[src/rtl/mux16_arbiter_pkg.sv]
// Shared types and constants for the two-requester 16-bit mux arbiter.
package mux16_pkg;
  localparam int WIDTH = 16;

  typedef enum logic {EMPTY, FULL} arb_state_t;

  localparam logic SRC_A = 1'b0;
  localparam logic SRC_B = 1'b1;
endpackage

[src/rtl/mux16_arbiter_if.sv]
// Handshake bundle: two producer channels, one consumer channel, live select.
interface mux16_arbiter_if;
  import mux16_pkg::*;

  logic             a_valid;
  logic [WIDTH-1:0] a_data;
  logic             a_ready;
  logic             b_valid;
  logic [WIDTH-1:0] b_data;
  logic             b_ready;
  logic             out_valid;
  logic [WIDTH-1:0] out_data;
  logic             out_ready;
  logic             out_src;
  logic             sel;

  modport master (
    input  a_valid, a_data, b_valid, b_data, out_ready,
    output a_ready, b_ready, out_valid, out_data, out_src, sel
  );

  modport slave (
    output a_valid, a_data, b_valid, b_data, out_ready,
    input  a_ready, b_ready, out_valid, out_data, out_src, sel
  );
endinterface

[src/rtl/mux_16.sv]
// 16-bit 2:1 mux datapath; select=0 passes a, select=1 passes b.
module mux_16 (
  input  logic [15:0] a,
  input  logic [15:0] b,
  input  logic        select,
  output logic [15:0] out
);
  assign out = select ? b : a;
endmodule

[src/rtl/mux16_arbiter.sv]
// Arbitrates A/B onto the shared 16-bit mux and registers the winner into a
// one-entry valid/ready output stage.
module mux16_arbiter #(
  parameter int WIDTH      = 16,
  parameter bit FIXED_PRIO = 1'b0
) (
  input  logic clk,
  input  logic rst_n,
  mux16_arbiter_if.master bus
);
  import mux16_pkg::*;

  arb_state_t       state, nxt;
  logic             last_grant;
  logic             sel;
  logic             accept;
  logic             xfer;
  logic [WIDTH-1:0] mux_out;

  // With no requester, sel parks on the last grant so it is never X.
  always_comb begin
    sel = last_grant;
    case ({bus.a_valid, bus.b_valid})
      2'b10:   sel = SRC_A;
      2'b01:   sel = SRC_B;
      2'b11:   sel = FIXED_PRIO ? SRC_A : ~last_grant;
      default: sel = last_grant;
    endcase
  end

  assign accept      = (state == EMPTY) | (bus.out_ready & bus.out_valid);
  assign bus.a_ready = accept & bus.a_valid & (sel == SRC_A);
  assign bus.b_ready = accept & bus.b_valid & (sel == SRC_B);
  assign xfer        = bus.a_ready | bus.b_ready;
  assign bus.sel     = sel;
  assign bus.out_valid = (state == FULL);

  mux_16 u_mux (
    .a      (bus.a_data),
    .b      (bus.b_data),
    .select (sel),
    .out    (mux_out)
  );

  always_ff @(posedge clk or negedge rst_n) begin
    if (!rst_n) state <= EMPTY;
    else        state <= nxt;
  end

  // A load wins over a drain so back-to-back words keep the stage full.
  always_comb begin
    nxt = state;
    if (xfer)                                 nxt = FULL;
    else if (state == FULL && bus.out_ready)  nxt = EMPTY;
  end

  always_ff @(posedge clk or negedge rst_n) begin
    if (!rst_n) begin
      bus.out_data <= '0;
      bus.out_src  <= SRC_A;
      last_grant   <= SRC_B;
    end else if (xfer) begin
      bus.out_data <= mux_out;
      bus.out_src  <= sel;
      last_grant   <= sel;
    end
  end
endmodule

[src/flat_wrapper.sv]
// flat-port wrapper written by rule: the top's interface ports become plain ports
module mux16_arbiter_flat import mux16_pkg::*;
#(
  parameter int WIDTH      = 16,
  parameter bit FIXED_PRIO = 1'b0
)
  (clk, rst_n, bus_a_valid, bus_a_data, bus_b_valid, bus_b_data, bus_out_ready, bus_a_ready, bus_b_ready, bus_out_valid, bus_out_data, bus_out_src, bus_sel);
  mux16_arbiter_if bus_i ();
  input  logic clk;
  input  logic rst_n;
  input wire logic [$bits(bus_i.a_valid)-1:0] bus_a_valid;
  input wire logic [$bits(bus_i.a_data)-1:0] bus_a_data;
  input wire logic [$bits(bus_i.b_valid)-1:0] bus_b_valid;
  input wire logic [$bits(bus_i.b_data)-1:0] bus_b_data;
  input wire logic [$bits(bus_i.out_ready)-1:0] bus_out_ready;
  output wire logic [$bits(bus_i.a_ready)-1:0] bus_a_ready;
  output wire logic [$bits(bus_i.b_ready)-1:0] bus_b_ready;
  output wire logic [$bits(bus_i.out_valid)-1:0] bus_out_valid;
  output wire logic [$bits(bus_i.out_data)-1:0] bus_out_data;
  output wire logic [$bits(bus_i.out_src)-1:0] bus_out_src;
  output wire logic [$bits(bus_i.sel)-1:0] bus_sel;
  assign bus_i.a_valid = bus_a_valid;
  assign bus_i.a_data = bus_a_data;
  assign bus_i.b_valid = bus_b_valid;
  assign bus_i.b_data = bus_b_data;
  assign bus_i.out_ready = bus_out_ready;
  assign bus_a_ready = bus_i.a_ready;
  assign bus_b_ready = bus_i.b_ready;
  assign bus_out_valid = bus_i.out_valid;
  assign bus_out_data = bus_i.out_data;
  assign bus_out_src = bus_i.out_src;
  assign bus_sel = bus_i.sel;
  mux16_arbiter #(.WIDTH(WIDTH), .FIXED_PRIO(FIXED_PRIO)) u_core (.clk(clk), .rst_n(rst_n), .bus(bus_i));
endmodule
[config.mk]
export PLATFORM = sky130hd
export DESIGN_NAME = mux16_arbiter_flat
export DESIGN_NICKNAME = d
export VERILOG_FILES = /design/src/rtl/mux16_arbiter_pkg.sv /design/src/rtl/mux16_arbiter_if.sv /design/src/rtl/mux_16.sv /design/src/rtl/mux16_arbiter.sv /design/src/flat_wrapper.sv
export SDC_FILE = /design/constraint.sdc
export NUM_CORES = 1
export LEC_CHECK = 0
export ABC_AREA = 1
export ABC_CLOCK_PERIOD_IN_PS = 1330
export BUFFER_PORTS_ARGS = -buffer_cell sky130_fd_sc_hd__buf_2
export CORE_ASPECT_RATIO = 1.25
export CORE_UTILIZATION = 25
export CTS_BUF_LIST = sky130_fd_sc_hd__clkbuf_8
export DETAILED_ROUTE_END_ITERATION = 8
export MAX_ROUTING_LAYER = met4
export PLACE_DENSITY = 0.55
export SYNTH_ARGS = -nofsm -noshare
export SYNTH_HDL_FRONTEND = slang
export SYNTH_SLANG_ARGS = --single-unit
[constraint.sdc]
create_clock -name clk -period 1.33 [get_ports clk]
set_input_delay 0.0665 -clock clk [delete_from_list [all_inputs] [get_ports clk]]
set_output_delay 0.0665 -clock clk [all_outputs]
set_load 0.01 [all_outputs]
==> metrics.cfg <==
[pwr]
power_density_nw_per_um2 = 1160
seqPwrFrac = 0.414
pwr-share-clk = 0.221
p_leak_nw = 0.987
combPwrFrac = 0.365
p_switching_mw = 0.648
vdd_drop_max_mv = 0.411
sw_frac_of_total = 0.354
p_int_mw = 1.18
total_power_mw = 1.83

[sta]
postLayoutSetupSlackWorst_ns = -0.0535
fin_skew_ns = 0.00182
hold_ws_ns = 0.109
rsz0062_at_grt = true
period_minus_slack_ns = 1.38
final_hold_viol_count = 0
tightest_slew_ns = 0.463
max_freq_mhz = 723
period_share = 1.04
slew_viol_final = 0
relSlewSlack = 0.691
setup_violations = 2

[critical_path]
required_ns = 1.26
r2r-end = u_core.bus.out_data[5]
critPathCaptureType = output pin
critPathLaunchType = flip-flop
arrival_ns = 1.32
crit_end = bus_a_ready
r2r_slack_ns = 0
rr_startpoint = u_core.last_grant
critPathMaxFanout = 3
rr_worst_depth = 7
critPathLaunch = u_core.last_grant
critical_path_class = reg -> out

[routing]
drt_iter0_drc = 65
finalWirelength_mm = 3.12
first_pass_iters = 4
avgViaCountPerCell = 4.30
drc = 0
routedWlPerCell_um = 11.3
drtAntennaViolNets = 0
vias = 1188

[floorplan]
start_util = 0.267
rows = 26
die_width_um = 61.7
fp.dieH_um = 76.6
core_um2 = 4160
io_pins = 58
dieArea_um2 = 4730

[clock_network]
cts_tree = built
clk_pin_slew_worst_paths_ns = 0.07
cts_max_level = 1
cts_root_buf = clkbuf_8
cts_buffers = 3
cts_buffer_depth = 2
numClockSinks = 19
worstSkewPairLatency_ns = 0.25

[synthesis]
synth-seq-area-share = 0.428
netlist.area_leader.share = 0.404
yosysTopAreaCell = dfrtp_1
ys_seq_elements = 19
yosysWarnings = 0
synth_area_um2 = 1110
synthCells = 158
avgSynthCellArea_um2 = 7.05
synth_area_leaders = dfrtp_1, nand3_1, nand2_1
syn-num-nets = 195
netlist-cell-type-count = 14

[placed_design]
place_area_um2 = 1430
hpwl_mm = 2.17
port_buffers = 57
numPlacedInstances = 266
routabilityCongestion = 0.730

[layout]
fin_area_um2 = 1580
area_growth_pct = 42.1
final_util = 0.380
num_antenna_cells = 0
nNetsFinal = 258
fillerInstances = 487
drive_gt1_frac = 0.364
final_cells = 276

[grt]
grt_max_degree = 20
overflow = 0
antenna_found_initial = 0
grt_pass1_vias = 1124
grtUsageTotal = 0.141
grt_pass1_wl_mm = 4.97

[run_status]
violations = negative setup slack
status = complete, but fails checks

[flow_run]
drv_cap = 0

[hold_path]
hold_path.class = in -> reg

==> cell usage after synthesis (all sizes together) <==
cell type / count
buf: 6
dfrtp: 18
nand3: 49
nand2: 44
o21ai: 1
nor2: 1
dfstp: 1
inv: 38
==> worst min path at each step <==
stage                   startpoint                 endpoint  slack, ns  depth (start not counted)
floorplan                    rst_n   u_core.bus.out_data[0]      -0.23                          0
global placement             rst_n  u_core.bus.out_data[14]       0.04                          1
detailed placement           rst_n  u_core.bus.out_data[14]       0.05                          1
CTS                  bus_out_ready     u_core.bus.out_valid       0.11                          4
global route        bus_a_data[12]  u_core.bus.out_data[12]       0.14                          5
finish               bus_out_ready     u_core.bus.out_valid       0.11                          4
==> area by class of cell <==
type                    count  area, um^2  share of cell area
multi-input cells          95         487               0.308
flip-flops and latches     19         477               0.301
repair buffers             64         352               0.222
inverters                  38         153              0.0964
well taps                  56        70.1              0.0443
clock buffers               3        41.3              0.0261
clock inverters             1        3.75             0.00237
==> logic make-up (layout without fill, tap and decap cells) <==
| family | Yosys count | count (layout) | share of synthesized area |
|---|---|---|---|
| AO/OA/AOI/OAI | 1 | 1 | 0.00449 |
| buffers and inverters | 44 | 106 | 0.175 |
| flip-flops | 19 | 19 | 0.428 |
| AND/OR/NAND/NOR | 94 | 94 | 0.392 |
==> worst max-delay path, stage by stage, from the launching register on <==
cell	delay, ns
dfstp_2	0.59
buf_6	0.13
inv_8	0.04
nand2_8	0.06
nand2_2	0.05
nor2_1	0.07
buf_2	0.13
==> layout by cell type (no fill, tap or decap), types with 2 or more instances in the layout <==
cell type,instances
inv_1,35
buf_2,57
nand2_2,3
nand2_1,36
buf_6,3
dfrtp_1,18
nand2_8,2
nand3_1,48
nand2_4,3
clkbuf_8,3
inv_2,2
buf_4,3
==> stage by stage <==
step / worst slack [ns] / TNS [ns]
floorplan: 0.144 / 0
global placement: 0.0959 / 0
detailed placement: 0.0626 / 0
CTS: -0.0469 / -0.121
global route: -0.102 / -0.859
finish: -0.0535 / -0.0611
==> power groups by stage <==
| stage | Combinational, mW | Sequential, mW | Clock, mW |
|---|---|---|---|
| floorplan | 0.306 | 0.823 | 0 |
| global placement | 0.588 | 0.769 | 0 |
| detailed placement | 0.593 | 0.769 | 0 |
| CTS | 0.663 | 0.761 | 0.420 |
| global route | 0.756 | 0.781 | 0.434 |
| finish | 0.669 | 0.759 | 0.404 |
==> routing by layer <==
metal  vias to the layer above  track usage  share of wire
li1                        604            -              -
met1                       532        0.177           0.44
met2                        48        0.227           0.49
met3                         4       0.0170          0.064
met4                         0       0.0489          0.013
met5                         -            -              0
==> flip-flops by register name, indices dropped and copies added (netlist names) <==
| register | count |
|---|---|
| u_core.bus.out_data | 16 |
| u_core.bus.out_src | 1 |
| u_core.bus.out_valid | 1 |
| u_core.last_grant | 1 |
==> what timing repair did <==
item,in CTS,in global routing
gates cloned,0,0
resized for setup,11,3
hold endpoints to repair,18,0
buffers inserted,4,1
hold buffers,1,0
pin swaps,2,0
setup endpoints to repair,3,19
No activity file was read; power rests on OpenSTA's default activity.
